$ cat config.mk
export PLATFORM = sky130hd
export DESIGN_NAME = elevator_call_scheduler
export DESIGN_NICKNAME = d
export VERILOG_FILES = /design/src/rtl/elevator_call_scheduler.sv
export SDC_FILE = /design/constraint.sdc
export NUM_CORES = 1
export LEC_CHECK = 0
export BUFFER_PORTS_ARGS = -buffer_cell sky130_fd_sc_hd__buf_2
export CAP_MARGIN = 15
export CORE_ASPECT_RATIO = 0.7
export CORE_MARGIN = 2
export CORE_UTILIZATION = 60
export CTS_CLUSTER_SIZE = 10
export DETAILED_ROUTE_END_ITERATION = 16
export GPL_TIMING_DRIVEN = 0
export PLACE_DENSITY = 0.83
export SYNTH_ARGS = -nofsm -noshare
export SYNTH_HDL_FRONTEND = slang
export SYNTH_SLANG_ARGS = --single-unit
$ cat constraint.sdc
create_clock -name clk -period 6.45 [get_ports clk]
set_clock_uncertainty 0.15 [all_clocks]
set_input_delay 1.29 -clock clk [delete_from_list [all_inputs] [get_ports clk]]
set_output_delay 1.29 -clock clk [all_outputs]
set_load 0.005 [all_outputs]
$ cat src/rtl/elevator_call_scheduler.sv
// Latches floor calls, picks one target floor with a direction-preferred sweep,
// and times the door-open interval for the elevator controller.
module elevator_call_scheduler #(
    parameter int DOOR_CYCLES = 4
) (
    input  logic       clk,
    input  logic       reset,
    input  logic [2:0] call_btn,
    input  logic [1:0] current_floor,
    input  logic [1:0] motor_dir,
    input  logic       door,
    output logic [2:0] req_floor,
    output logic       timer_expired,
    output logic [2:0] pending,
    output logic       busy
);

    typedef enum logic [1:0] {IDLE, SERVE, DOOR_WAIT} state_t;

    localparam logic [7:0] DOOR_LIMIT = 8'(DOOR_CYCLES);

    state_t     state;
    logic       pref_up;
    logic [7:0] door_cnt;

    logic       floor_valid;
    logic [2:0] cur_oh;
    logic       up_any, dn_any;
    logic [2:0] up_tgt, dn_tgt;
    logic [2:0] target;
    logic       flip;
    logic       at_target;
    logic       door_serving;
    logic       cnt_done;
    logic [2:0] clear_mask, drop_mask, pending_nxt;

    function automatic logic [2:0] floor_onehot(input logic [1:0] f);
        case (f)
            2'd0:    return 3'b001;
            2'd1:    return 3'b010;
            2'd2:    return 3'b100;
            default: return 3'b000;
        endcase
    endfunction

    // Nearest pending floor above and below the current floor.
    always_comb begin
        up_any = 1'b0;
        dn_any = 1'b0;
        up_tgt = 3'b100;
        dn_tgt = 3'b001;
        case (current_floor)
            2'd0: begin
                up_any = pending[1] | pending[2];
                up_tgt = pending[1] ? 3'b010 : 3'b100;
            end
            2'd1: begin
                up_any = pending[2];
                dn_any = pending[0];
            end
            2'd2: begin
                dn_any = pending[1] | pending[0];
                dn_tgt = pending[1] ? 3'b010 : 3'b001;
            end
            default: begin
                up_any = 1'b0;
                dn_any = 1'b0;
            end
        endcase
    end

    always_comb begin
        floor_valid = (current_floor != 2'd3);
        cur_oh      = floor_onehot(current_floor);
        target      = cur_oh;
        flip        = 1'b0;
        if ((pending & cur_oh) != 3'b000) begin
            target = cur_oh;
        end else if (pref_up) begin
            if (up_any) begin
                target = up_tgt;
            end else if (dn_any) begin
                target = dn_tgt;
                flip   = 1'b1;
            end
        end else begin
            if (dn_any) begin
                target = dn_tgt;
            end else if (up_any) begin
                target = up_tgt;
                flip   = 1'b1;
            end
        end

        // The door counts as serving from the very edge the FSM enters DOOR_WAIT.
        at_target    = floor_valid && (req_floor == cur_oh);
        door_serving = door && floor_valid &&
                       ((state == DOOR_WAIT) || ((state == SERVE) && at_target));
        clear_mask   = door_serving ? cur_oh : 3'b000;
        drop_mask    = (door && floor_valid) ? cur_oh : 3'b000;
        pending_nxt  = (pending | (call_btn & ~drop_mask)) & ~clear_mask;
        cnt_done     = (door_cnt >= (DOOR_LIMIT - 8'd1));
    end

    assign busy = (pending != 3'b000) || (state == DOOR_WAIT);

    always_ff @(posedge clk) begin
        if (reset) begin
            state         <= IDLE;
            pref_up       <= 1'b1;
            door_cnt      <= 8'd0;
            timer_expired <= 1'b0;
            pending       <= 3'b000;
            req_floor     <= 3'b001;
        end else begin
            pending       <= pending_nxt;
            timer_expired <= 1'b0;
            if (floor_valid) begin
                req_floor <= target;
            end

            if (motor_dir == 2'b01) begin
                pref_up <= 1'b1;
            end else if (motor_dir == 2'b10) begin
                pref_up <= 1'b0;
            end else if (floor_valid && flip) begin
                pref_up <= ~pref_up;
            end

            case (state)
                IDLE: begin
                    if (pending != 3'b000) begin
                        state <= SERVE;
                    end
                end
                SERVE: begin
                    if (door_serving) begin
                        state <= DOOR_WAIT;
                        if (cnt_done) begin
                            door_cnt      <= 8'd0;
                            timer_expired <= ~timer_expired;
                        end else begin
                            door_cnt <= door_cnt + 8'd1;
                        end
                    end
                end
                DOOR_WAIT: begin
                    if (!door) begin
                        door_cnt <= 8'd0;
                        state    <= (pending != 3'b000) ? SERVE : IDLE;
                    end else if (floor_valid) begin
                        // Suppressing back-to-back highs keeps DOOR_CYCLES=1 a pulse train.
                        if (cnt_done) begin
                            door_cnt      <= 8'd0;
                            timer_expired <= ~timer_expired;
                        end else begin
                            door_cnt <= door_cnt + 8'd1;
                        end
                    end
                end
                default: state <= IDLE;
            endcase
        end
    end

endmodule

==> results of run 1 <==
metal layers:
metal	vias to the layer above	part of all wire	GRT usage
li1	559	-	-
met1	504	0.51	0.373
met2	44	0.39	0.348
met3	3	0.089	0.0872
met4	0	0.0070	0.0558
met5	-	0	0
flip-flops by register name, summed over array words and instances, names as in the netlist:
signal and flops:
pref_up 1, timer_expired 1, door_cnt 8, state 2, pending 3, req_floor 3
area by class of cell:
class | instances | area share
timing repair buffer | 17 | 0.0625
tap | 22 | 0.0202
buffer | 8 | 0.0322
multi-input combinational | 106 | 0.563
inverter | 11 | 0.0303
sequential | 18 | 0.265
clock buffer | 4 | 0.0267
power groups by stage:
stage                     Combinational [uW]  Clock [uW]  Sequential [uW]
after floorplan                         61.5           0              126
final                                   85.2        71.9              124
after CTS                               84.2        72.4              124
after global placement                  81.3           0              126
after detailed placement                83.4           0              126
after global routing                    95.3        75.7              125
placed cells by master (no fill, tap or decap), types with 2 or more instances in the layout:
master     n
buf_2     19
dfxtp_1   18
nor2_1    14
inv_1     11
ha_1      11
o21ai_0    8
nand2_1    6
a211oi_1   6
nand2b_1   5
a21oi_1    5
mux2i_1    5
and2_1     5
clkbuf_1   3
buf_4      3
a41oi_1    3
o211ai_1   3
xor2_1     3
clkbuf_4   3
nor3_1     2
a21boi_0   2
a222oi_1   2
o21ai_1    2
a22oi_1    2
a21o_1     2
nand3_1    2
nand4_1    2
critical path: stages:
cell	delay, ns
buf_2	0.11
inv_1	0.08
ha_1	0.29
a222oi_1	0.80
o211ai_1	0.19
a2bb2oi_1	0.24
nand2_1	0.07
a21o_1	0.17
per-stage QoR:
stage | utilization | instances | hold slack [ns] | setup WS (ns) | power, uW
after global placement | 0.702 | 182 | 0.305 | 3.01 | 207
final | 0.721 | 186 | 0.339 | 3.27 | 281
after global routing | 0.721 | 186 | 0.350 | 3.01 | 296
after floorplan | - | 143 | 0.281 | 3.41 | 187
after CTS | 0.721 | 186 | 0.339 | 3.32 | 280
after detailed placement | 0.702 | 182 | 0.310 | 2.99 | 210
path summary, 6_finish.rpt:
check / startpoint / end / slack [ns] / cells past startpoint
max: current_floor[1] / pref_up / 3.27 / 8
min: door_cnt[6] / door_cnt[6] / 0.34 / 1
max reg2reg: pending[0] / pref_up / 4.39 / 6
min reg2reg: door_cnt[6] / door_cnt[6] / 0.34 / 1
kinds of logic after synthesis:
| family | Yosys count | share of synthesized area |
|---|---|---|
| multiplexers | 5 | 0.0413 |
| flip-flops | 18 | 0.297 |
| AND/OR/NAND/NOR | 44 | 0.198 |
| adder cells (fa/ha/maj) | 11 | 0.114 |
| buffers and inverters | 19 | 0.0702 |
| AO/OA/AOI/OAI | 43 | 0.258 |
| XOR/XNOR | 3 | 0.0217 |
==> flow_metrics.env, run 1 <==
export IMPL_grt_antenna_before_repair=0
export IMPL_clkPwrFrac=0.256
export IMPL_routed_wl_mm=2.73
export IMPL_irDropWorstVdd_mv=0.193
export IMPL_die_w_um=57.7
export IMPL_cellInternalPower_uw=189
export IMPL_io_buffers=17
export IMPL_cts_tree="yes"
export IMPL_synth_main_ff_cell="dfxtp_1"
export IMPL_ctsRootBufferMaster="clkbuf_4"
export IMPL_drc=0
export IMPL_slew_viol_final=0
export IMPL_finalHoldViolCount=0
export IMPL_ios=18
export IMPL_dr_first_iter_drc_count=59
export IMPL_synth_nets=164
export IMPL_syn_instance_count=143
export IMPL_hold_path_class="reg2reg"
export IMPL_p_comb_frac=0.303
export IMPL_synth_cell_types=41
export IMPL_switching_share=0.328
export IMPL_synth_common_cells="dfxtp_1 (18), nor2_1 (14), ha_1 (11), inv_1 (11), o21ai_0 (8)"
export IMPL_ys_warnings_count=0
export IMPL_nFillCells=160
export IMPL_yosysSeqAreaShare=0.297
export IMPL_grt_pass1_wl_mm=4.64
export IMPL_wl_per_cell_um=14.7
export IMPL_rsz0062_at_grt="no"
export IMPL_worst_slew_pin_transition_ns=0.842
export IMPL_setup_viol=0
export IMPL_ys_async_sr_fraction=0
export IMPL_switchingPower_uw=92.1
export IMPL_fin_area_sq_um=1360
export IMPL_min_period_ns=3.18
export IMPL_ys_seq_elements=18
export IMPL_vias=1110
export IMPL_placed_cell_area_sq_um=1330
export IMPL_clock_fmax_mhz=314
export IMPL_multi_input_area_sq_um=767
export IMPL_p_leak_uw=0.000592
export IMPL_cts_resized=0
export IMPL_drv_cap=0
export IMPL_regArea_sq_um=360
export IMPL_status="finished, final reports clean"
export IMPL_cp_end_kind="register"
export IMPL_synth_top_area_cell="dfxtp_1"
export IMPL_cp_max_fo=7
export IMPL_dp_hpwl_mm=2.07
export IMPL_routabilityCongestion=0.883
export IMPL_dr_pass1_iters=4
export IMPL_cts_sinks=18
export IMPL_postCtsHoldBufs=0
export IMPL_fp_row_count=13
export IMPL_first_global_vias=1003
export IMPL_grt_ovfl_total=0
export IMPL_crit_type="in2reg"
export IMPL_avgSynthCellArea_sq_um=8.48
export IMPL_routed_via_density=5.97
export IMPL_syn_area_sq_um=1210
export IMPL_power_density_nw_per_um2=207
export IMPL_synth_most_common_cell="dfxtp_1"
export IMPL_setup_tns_ns=0
export IMPL_startpoint_type="input pin"
export IMPL_syn_to_final_growth_pct=12.3
export IMPL_cts_setup_buffers=0
export IMPL_die_area_sq_um=2400
export IMPL_grtUsageTotal=0.251
export IMPL_insertion_delay_ns=0.31
export IMPL_synthTopCellsByArea="dfxtp_1 (30%), ha_1 (11%), nor2_1 (4.3%), mux2i_1 (4.1%), a211oi_1 (3.7%)"
export IMPL_yosysTopAreaCellShare=0.297
export IMPL_die_height_um=41.6
export IMPL_cts_max_path_buffers=2
export IMPL_drive_above_1_share=0.183
export IMPL_slew_headroom=0.439
export IMPL_ant_nets=0
export IMPL_clkTransAtPathRegs_ns=0.10
export IMPL_min_period_over_period=0.493
export IMPL_core_area_sq_um=1890
export IMPL_seqPwrFrac=0.441
export IMPL_cts_buffers=3
export IMPL_synth_edf_count=0
export IMPL_start_util=0.643
export IMPL_crit_arrival_ns=3.25
export IMPL_insertedDiodeCount=0
export IMPL_grt_max_degree=11
export IMPL_cp_data_required_time_ns=6.52
export IMPL_final_nets=186
export IMPL_h_tree_depth=1
No activity file was read; power rests on OpenSTA's default activity.
==> run 2, diff against run 1 <==
--- a/config.mk
+++ b/config.mk
@@ -5,15 +5,16 @@
 export SDC_FILE = /design/constraint.sdc
 export NUM_CORES = 1
 export LEC_CHECK = 0
+export ABC_AREA = 1
 export BUFFER_PORTS_ARGS = -buffer_cell sky130_fd_sc_hd__buf_2
 export CAP_MARGIN = 15
 export CORE_ASPECT_RATIO = 0.7
 export CORE_MARGIN = 2
-export CORE_UTILIZATION = 60
+export CORE_UTILIZATION = 49
 export CTS_CLUSTER_SIZE = 10
 export DETAILED_ROUTE_END_ITERATION = 16
 export GPL_TIMING_DRIVEN = 0
-export PLACE_DENSITY = 0.83
+export PLACE_DENSITY = 0.73
 export SYNTH_ARGS = -nofsm -noshare
 export SYNTH_HDL_FRONTEND = slang
 export SYNTH_SLANG_ARGS = --single-unit
==> constraint.sdc (replaced) <==
create_clock -name clk -period 2.7 [get_ports clk]
set_clock_uncertainty 0.15 [all_clocks]
set_input_delay 0.54 -clock clk [delete_from_list [all_inputs] [get_ports clk]]
set_output_delay 0.54 -clock clk [all_outputs]
set_load 0.005 [all_outputs]
==> flow_metrics.env, run 2 <==
export IMPL_status="finished, final reports clean"
export IMPL_dp_cells=219
export IMPL_ios=18
export IMPL_cp_end_kind="primary output"
export IMPL_syn_to_final_growth_pct=13.2
export IMPL_synth_most_common_cell="nand2_1"
export IMPL_grt_pass1_wl_mm=4.56
export IMPL_startpoint_type="register"
export IMPL_min_path_cells=2
export IMPL_io_buffers=17
export IMPL_core_area_sq_um=2150
export IMPL_path_common_cell="inv_1"
export IMPL_insertedDiodeCount=0
export IMPL_cp_depth=5
export IMPL_drive_above_1_share=0.153
export IMPL_synth_cell_types=23
export IMPL_final_nets=213
export IMPL_final_cell_mix="nand2_1 (48), nor2_1 (21), inv_1 (20)"
export IMPL_die_height_um=44.0
export IMPL_grt_max_degree=11
export IMPL_synth_nets=191
export IMPL_cts_buffers=3
export IMPL_cp_max_fo=5
export IMPL_r2r_cells=13
export IMPL_irDropWorstVdd_mv=0.352
export IMPL_ys_seq_elements=18
export IMPL_largest_reg_flops=8
export IMPL_crit_arrival_ns=1.43
export IMPL_wl_per_cell_um=12.0
export IMPL_path_buf_inv=3
export IMPL_grtUsageTotal=0.228
export IMPL_ys_async_sr_fraction=0
export IMPL_clkTransAtPathRegs_ns=0.11
export IMPL_die_area_sq_um=2700
export IMPL_ys_warnings_count=0
export IMPL_worstPathCellList="inv_1, ha_1, inv_1, nand2_1, buf_2"
export IMPL_avgSynthCellArea_sq_um=6.60
export IMPL_cts_max_path_buffers=2
export IMPL_dr_pass1_iters=4
export IMPL_routed_via_density=5.10
export IMPL_postCtsHoldBufs=0
export IMPL_crit_type="reg2out"
export IMPL_min_period_over_period=0.786
export IMPL_rsz0062_at_grt="no"
export IMPL_first_global_vias=1060
export IMPL_dr_first_iter_drc_count=65
export IMPL_slew_headroom=0.675
export IMPL_multi_input_area_sq_um=676
export IMPL_critPathSlowestCell="dfxtp_1"
export IMPL_fin_util=0.589
export IMPL_regMostFlops="door_cnt"
export IMPL_final_common_cell="nand2_1"
export IMPL_syn_area_sq_um=1120
export IMPL_yosysTopAreaCellShare=0.321
export IMPL_cts_setup_buffers=0
export IMPL_worst_slew_pin_transition_ns=0.487
export IMPL_reg_top3="door_cnt: 8 flops, pending: 3 flops, req_floor: 3 flops"
export IMPL_vias=1133
export IMPL_ant_nets=0
export IMPL_routed_wl_mm=2.66
export IMPL_routabilityCongestion=0.901
export IMPL_drc=0
export IMPL_crit_family="flip-flops"
export IMPL_instances_no_fill=222
export IMPL_synth_top_area_cell="dfxtp_1"
export IMPL_fp_row_count=14
export IMPL_setup_viol=0
export IMPL_synthTopCellsByArea="dfxtp_1 (32%), nand2_1 (16%), ha_1 (12%), nor2_1 (7.0%), inv_1 (6.7%)"
export IMPL_setup_tns_ns=0
export IMPL_cts_tree="yes"
export IMPL_ctsRootBufferMaster="clkbuf_4"
export IMPL_drv_cap=0
export IMPL_cp_slowest_stage_delay_ns=0.40
export IMPL_grt_antenna_before_repair=0
export IMPL_grt_ovfl_total=0
export IMPL_cts_sinks=18
export IMPL_h_tree_depth=1
export IMPL_nFillCells=229
export IMPL_start_util=0.521
export IMPL_p_leak_uw=0.000659
export IMPL_cp_data_required_time_ns=2.01
export IMPL_finalHoldViolCount=0
export IMPL_slew_viol_final=0
export IMPL_min_period_ns=2.12
export IMPL_synth_edf_count=0
export IMPL_dp_hpwl_mm=2.07
export IMPL_insertion_delay_ns=0.30
export IMPL_synth_main_ff_cell="dfxtp_1"
export IMPL_regArea_sq_um=360
export IMPL_yosysSeqAreaShare=0.321
export IMPL_power_density_nw_per_um2=659
export IMPL_syn_instance_count=170
export IMPL_die_w_um=61.2
export IMPL_clock_fmax_mhz=471
export IMPL_synth_common_cells="nand2_1 (48), nor2_1 (21), inv_1 (20)"
export IMPL_cts_resized=0
export IMPL_hold_path_class="reg2reg"
## run 2: final timing paths
path,start,to,slack (ns)
worst min-delay path,door_cnt[7],door_cnt[7],0.29
worst max-delay path,state[0],busy,0.58
worst min register to register,door_cnt[7],door_cnt[7],0.29
worst max register to register,state[1],door_cnt[4],0.82
## run 2: per-stage QoR
stage	instance area, sq um	power, uW	setup WS [ns]	hold slack, ns
6_report	1270	837	0.579	0.291
5_1_grt	1270	914	0.489	0.316
4_1_cts	1270	831	0.597	0.293
3_5_place_dp	1250	699	0.495	0.280
3_3_place_gp	1250	676	0.551	0.271
2_1_floorplan	1120	610	0.853	0.262
## run 2: where the power goes
group,internal [uW],switching [uW]
Clock,51.9,80.0
Sequential,300,30.9
Combinational,138,236
## run 2: area by class of cell
cell class | instances | share of cell area
well taps | 32 | 0.0315
inverters | 22 | 0.0650
clock buffers | 3 | 0.0177
flip-flops and latches | 18 | 0.284
repair buffers | 17 | 0.0670
plain buffers | 1 | 0.00296
multi-input cells | 129 | 0.532
## run 2: logic make-up after synthesis
group                    count (synthesis)  share of synthesized area
AO/OA/AOI/OAI                           28                      0.132
adder cells (fa/ha/maj)                 11                      0.123
buffers and inverters                   23                     0.0769
flip-flops                              18                      0.321
AND/OR/NAND/NOR                         90                      0.348
## run 2: worst register-to-register path, cell delays in order, from the launching register on
cell and delay, ns:
dfxtp_1 0.34, inv_1 0.09, ha_1 0.26, inv_1 0.08, nor2_1 0.10, nand2_1 0.07
nor2_2 0.08, nand2_1 0.07, nand2_1 0.07, nand2_2 0.09, nand2_4 0.12, nand2_4 0.09
nand2_1 0.08, nor2_1 0.04
## run 2: metal layers
| metal | part of all wire | wire length, um | global-route usage |
|---|---|---|---|
| met4 | 0.0038 | 10 | 0.0478 |
| met3 | 0.085 | 227 | 0.0526 |
| met2 | 0.45 | 1210 | 0.370 |
| met1 | 0.46 | 1220 | 0.310 |
| met5 | 0 | 0 | 0 |
==> run 3, diff against run 2 <==
==> constraint.sdc (replaced) <==
create_clock -name clk -period 1.9 [get_ports clk]
set_clock_uncertainty 0.15 [all_clocks]
set_input_delay 0.38 -clock clk [delete_from_list [all_inputs] [get_ports clk]]
set_output_delay 0.38 -clock clk [all_outputs]
set_load 0.005 [all_outputs]
==> flow_metrics.env, run 3 (synthesis gave the netlist of run 2 again) <==
export IMPL_final_cell_mix="nand2_1 (48), nor2_1 (19), inv_1 (18)"
export IMPL_regMostFlops="door_cnt"
export IMPL_switching_share=0.411
export IMPL_cts_tree="yes"
export IMPL_crit_type="reg2out"
export IMPL_clkPwrFrac=0.151
export IMPL_dp_hpwl_mm=2.07
export IMPL_die_height_um=44.0
export IMPL_startpoint_type="register"
export IMPL_clock_fmax_mhz=545
export IMPL_hold_path_class="in2reg"
export IMPL_min_period_ns=1.84
export IMPL_wl_per_cell_um=11.8
export IMPL_slew_viol_final=0
export IMPL_fin_area_sq_um=1330
export IMPL_r2r_cells=13
export IMPL_cts_max_path_buffers=2
export IMPL_dr_first_iter_drc_count=45
export IMPL_first_global_vias=1066
export IMPL_final_common_cell="nand2_1"
export IMPL_place_ws_ns=-0.145
export IMPL_instances_no_fill=225
export IMPL_placed_cell_area_sq_um=1250
export IMPL_cts_buffers=3
export IMPL_drv_cap=0
export IMPL_drive_above_1_share=0.223
export IMPL_cellInternalPower_uw=747
export IMPL_finalHoldViolCount=0
export IMPL_ant_nets=0
export IMPL_cp_slowest_stage_delay_ns=0.40
export IMPL_ios=18
export IMPL_die_area_sq_um=2700
export IMPL_cp_data_required_time_ns=1.37
export IMPL_reg2reg_setup_slack_ns=0.16
export IMPL_routabilityCongestion=0.901
export IMPL_rr_endpoint="door_cnt[0]"
export IMPL_grt_max_degree=11
export IMPL_cp_max_fo=5
export IMPL_seqPwrFrac=0.380
export IMPL_largest_reg_flops=8
export IMPL_irDropWorstVdd_mv=0.549
export IMPL_grt_pass1_wl_mm=4.56
export IMPL_dp_cells=219
export IMPL_syn_to_final_growth_pct=18.1
export IMPL_nFillCells=223
export IMPL_status="finished, final reports clean"
export IMPL_worst_slew_pin_transition_ns=0.480
export IMPL_min_path_cells=3
export IMPL_core_area_sq_um=2150
export IMPL_power_uw=1270
export IMPL_vias=1144
export IMPL_insertion_delay_ns=0.30
export IMPL_routed_wl_mm=2.65
export IMPL_start_util=0.521
export IMPL_fin_ws_ns=0.0646
export IMPL_grt_antenna_before_repair=0
export IMPL_cts_sinks=18
export IMPL_clkTransAtPathRegs_ns=0.11
export IMPL_timing_rr_start="state[1]"
export IMPL_fp_row_count=14
export IMPL_critPathSlowestCell="dfxtp_2"
export IMPL_cp_end_kind="primary output"
export IMPL_insertedDiodeCount=0
export IMPL_p_leak_uw=0.000672
export IMPL_grtUsageTotal=0.228
export IMPL_hold_end="pref_up"
export IMPL_power_density_nw_per_um2=957
export IMPL_setup_viol=0
export IMPL_slew_headroom=0.680
export IMPL_switchingPower_uw=521
export IMPL_worstHoldStart="motor_dir[0]"
export IMPL_worstPathCellList="inv_1, ha_2, inv_2, nand2_1, buf_2"
export IMPL_die_w_um=61.2
export IMPL_grt_ovfl_total=0
export IMPL_p_comb_frac=0.469
export IMPL_reg_top3="door_cnt: 8 flops, pending: 3 flops, req_floor: 3 flops"
export IMPL_crit_arrival_ns=1.31
export IMPL_dr_pass1_iters=4
export IMPL_h_tree_depth=1
export IMPL_min_period_over_period=0.966
export IMPL_ctsRootBufferMaster="clkbuf_4"
export IMPL_routed_via_density=5.08
export IMPL_drc=0
export IMPL_final_nets=216
export IMPL_io_buffers=17
[run 3: area by class of cell]
cell class,instances,area [sq um],share of cell area
Sequential cell,18,363,0.274
Multi-Input combinational cell,129,706,0.533
Tap cell,32,40.0,0.0302
Timing Repair Buffer,20,108,0.0812
Inverter,22,82.6,0.0623
Clock buffer,3,22.5,0.0170
Buffer,1,3.75,0.00283
[run 3: per-layer routing]
layer  track usage  up-vias  share of wire
li1              -      586              -
met1         0.307      516           0.47
met2         0.374       38           0.46
met3        0.0526        4          0.062
met4        0.0478        0         0.0083
met5             0        -              0
[run 3: worst max-delay path: cells and delay by family, from the launching register on]
| kind | cells | cell delay [ns] |
|---|---|---|
| flip-flops | 1 | 0.40 |
| adder cells (fa/ha/maj) | 1 | 0.23 |
| AND/OR/NAND/NOR | 1 | 0.06 |
| buffers and inverters | 3 | 0.32 |
[run 3: per-stage QoR]
| step | TNS, ns | hold WS [ns] | util |
|---|---|---|---|
| floorplan | 0 | 0.262 | - |
| global placement | -0.701 | 0.271 | 0.579 |
| detailed placement | -1.49 | 0.280 | 0.579 |
| CTS | 0 | 0.173 | 0.590 |
| global route | -0.00921 | 0.163 | 0.615 |
| finish | 0 | 0.174 | 0.615 |
[run 3: power groups by stage]
stage	Sequential, uW	Clock, uW	Combinational (uW)
after CTS	472	190	521
after detailed placement	478	0	516
after global placement	473	0	488
after floorplan	468	0	399
final	482	191	595
after global routing	490	212	674
[run 3: how the worst max path moves through the flow]
stage | from | end | cells past startpoint
after floorplan | current_floor[0] | door_cnt[1] | 13
after global placement | current_floor[0] | door_cnt[1] | 14
after detailed placement | current_floor[1] | door_cnt[4] | 14
after CTS | state[0] | busy | 5
after global routing | state[0] | busy | 5
final | state[0] | busy | 5
[run 3: repair_timing]
item	CTS	global route
endpoints found under the setup margin	1	15
gates resized for setup	1	13
hold buffers	0	0
pin swaps	0	1
setup buffers	0	3
